`src/rtl/first_nios2_system_sysid_read_timer.sv`:
```
// Shared counter used both for read-latency sampling and for the recheck period.
// Clears on request, counts up while enabled and holds once it reaches the terminal value.
module first_nios2_system_sysid_read_timer #(
  parameter int unsigned WIDTH = 32
) (
  input  logic             clock,
  input  logic             reset,
  input  logic             clear,
  input  logic             enable,
  input  logic [WIDTH-1:0] terminal,
  output logic             hit_c
);

  logic [WIDTH-1:0] count;

  assign hit_c = (count == terminal);

  always_ff @(posedge clock or posedge reset) begin
    if (reset) begin
      count <= '0;
    end else if (clear) begin
      count <= '0;
    end else if (enable && !hit_c) begin
      count <= count + WIDTH'(1);
    end
  end

endmodule

```
`config.mk`:
```
export PLATFORM = sky130hd
export DESIGN_NAME = first_nios2_system_sysid_read_timer
export DESIGN_NICKNAME = d
export VERILOG_FILES = /design/src/rtl/first_nios2_system_sysid_read_timer.sv
export SDC_FILE = /design/constraint.sdc
export NUM_CORES = 1
export LEC_CHECK = 0
export ABC_AREA = 1
export BUFFER_PORTS_ARGS = -buffer_cell sky130_fd_sc_hd__buf_4
export CORE_ASPECT_RATIO = 1.4
export CORE_MARGIN = 1.5
export CORE_UTILIZATION = 25
export CTS_BUF_LIST = sky130_fd_sc_hd__clkbuf_8
export CTS_CLUSTER_SIZE = 20
export DETAILED_ROUTE_END_ITERATION = 12
export PLACE_DENSITY = 0.45
export REMOVE_ABC_BUFFERS = 1
export SLEW_MARGIN = 5
export SYNTH_ARGS = -nofsm -noshare
export SYNTH_HDL_FRONTEND = slang
export SYNTH_SLANG_ARGS = --single-unit
```
`constraint.sdc`:
```
create_clock -name clock -period 2.7 [get_ports clock]
set_clock_uncertainty 0.2 [all_clocks]
set_input_delay 0.54 -clock clock [delete_from_list [all_inputs] [get_ports clock]]
set_output_delay 0.54 -clock clock [all_outputs]
set_load 0.05 [all_outputs]
```
==> results.yml <==
run_status:
  outcome: "complete, no violations"
worst_setup_path:
  startpoint_type: "register"
  critPathMaxFanout: 6
  cp_data_required_time_ns: 1.96
  arrival_ns: 1.73
  end_kind: "primary output"
  worst-setup-path-type: "reg -> out"
global_routing:
  grt_pass1_wl_mm: 13.6
  overflow: 0
  antenna_found_initial: 0
  grt_use_total_pct: 14.5
  grt_pass1_vias: 2823
  grt_max_degree: 33
sta:
  layout_min_cycle_time_ns: 2.47
  slew_violations: 0
  fmax_mhz: 405
  hold_viol_final: 0
  rsz0062_at_grt: "false"
  fin_setup_tns_ns: 0
  finalCritPeriodShare_pct: 91.5
  report.final.setup_viol: 0
  worst_pin_slew_ns: 0.429
  maxSlewHeadroom_pct: 71.4
clocking:
  path_clk_slew_ns: 0.07
  cts_setup_buffers: 0
  cts_resized: 0
  tritoncts: "built"
  cts-htree-levels: 2
  cts.sinks: 32
  root_buffer: "clkbuf_8"
  postCtsHoldBufs: 0
  insertion_delay_ns: 0.30
  cts_buffers: 5
  clockBufferDepth: 2
floorplanning:
  die-height_um: 130
  initial_core_util_pct: 25.5
  ios: 37
  die_w_um: 93.4
  row_count: 46
  core_area_um2: 11200
  dieArea_um2: 12100
placed_design:
  gp_congestion: 0.851
  hpwl_mm: 6.26
  port_buffers: 36
  place_area_um2: 3280
yosys:
  ys_seq_area_share_pct: 28.0
  synth_seq_cells: 32
  netlist_area_um2: 2860
  ys_warn_count: 0
  ys_types: 22
  synthCells: 470
  syn_area_per_cell_um2: 6.09
power_and_ir_drop:
  powerDensity_nw_per_um2: 310
  ir_drop_v: 0.000140
  p_leak_nw: 1.67
cells_and_area:
  fin_area_um2: 3380
  num_antenna_cells: 0
  final_common_cell: "nand2_1"
  largest_reg_flops: 32
  final_nets: 539
  top_regs: "count (32)"
  final_cell_mix: "nand2_1 (170), nor2_1 (64), nand3_1 (54)"
  regMostFlops: "count"
  syn2layout_area_growth_pct: 18.0
  drive_gt1_share_pct: 11.8
detailed_routing:
  wirelength_mm: 8.14
  drt_iter0_drc: 86
  via_count: 2894
  viasPerCell: 4.48
  drcViolationCount: 0
  wl_per_cell_um: 12.6
  final_antenna_net_count: 0
  dr.pass1.iters: 4
flow_run:
  drv_cap: 0
hold_path:
  hold_path_class: "in -> async"
power breakdown:
| part | switching, mW | internal, mW | leakage [nW] |
|---|---|---|---|
| Sequential | 0.00400 | 0.482 | 0.446 |
| Combinational | 0.0732 | 0.0655 | 1.17 |
| Clock | 0.195 | 0.227 | 0.0503 |
| Total | 0.272 | 0.774 | 1.67 |
cells by family (layout without fill, tap and decap cells):
kind of cell,after synthesis,after routing,synth area share [%]
AND/OR/NAND/NOR,325,325,48.7
buffers and inverters,73,105,11.1
XOR/XNOR,37,37,11.3
flip-flops,32,32,28.0
AO/OA/AOI/OAI,2,2,0.437
adder cells (fa/ha/maj),1,1,0.437
final timing paths:
kind                            cells past startpoint                    end  slack, ns             startpoint
worst max-delay path                                8                  hit_c       0.23  count[24]$_DFFE_PP0P_
worst min-delay path                                3   count[0]$_DFFE_PP0P_       0.14                  reset
worst max register to register                     10  count[24]$_DFFE_PP0P_       0.61  count[24]$_DFFE_PP0P_
min in group clock                                  4  count[30]$_DFFE_PP0P_       0.38                  clear
max in group asynchronous                           3  count[17]$_DFFE_PP0P_       1.84                  reset
worst min register to register                      2  count[31]$_DFFE_PP0P_       0.39  count[31]$_DFFE_PP0P_
area by class of cell:
class,count,area [um^2]
repair buffers,44,355
fillers,1267,7850
well taps,144,180
flip-flops and latches,32,801
multi-input cells,365,1740
inverters,54,203
clock buffers,7,96.3
metrics by stage:
stage / power (mW) / setup WS [ns] / util [%] / hold WS, ns / instances
2_1_floorplan: 0.553 / 0.287 / - / 0.332 / 451
3_3_place_gp: 0.636 / 0.328 / 29.2 / 0.359 / 639
3_5_place_dp: 0.637 / 0.345 / 29.2 / 0.376 / 639
4_1_cts: 1.06 / 0.167 / 30.1 / 0.159 / 646
5_1_grt: 1.09 / 0.0507 / 30.1 / 0.200 / 646
6_report: 1.05 / 0.230 / 30.1 / 0.144 / 646
cells in the mapped netlist (all sizes together):
library cell / instances / area (um^2)
a21oi: 1 / 5.00
buf: 13 / 93.8
clkbuf: 6 / 22.5
dfrtp: 32 / 801
ha: 1 / 12.5
inv: 54 / 203
nand2: 173 / 662
nand3: 54 / 270
nand3b: 1 / 7.51
nand4: 26 / 163
nor2: 68 / 275
nor3: 3 / 15.0
o21a: 1 / 7.51
xnor2: 27 / 236
xor2: 10 / 87.6
worst max-delay path, stage by stage, from the launching register on:
cell and delay (ns):
dfrtp_1 0.48, xnor2_1 0.19, nand2_1 0.06, nor2_1 0.10, nand2_1 0.10, nor2_1 0.18
nand2_2 0.08, inv_1 0.06, buf_4 0.19
per-layer routing:
| metal | part of all wire, % | GRT usage, % | routed length (um) |
|---|---|---|---|
| met5 | 0 | 0 | 0 |
| met4 | 2.5 | 5.53 | 204 |
| met3 | 3.0 | 2.00 | 241 |
| met2 | 53 | 26.7 | 4330 |
| met1 | 41 | 16.6 | 3360 |
Power figures use the tool's default switching activity.
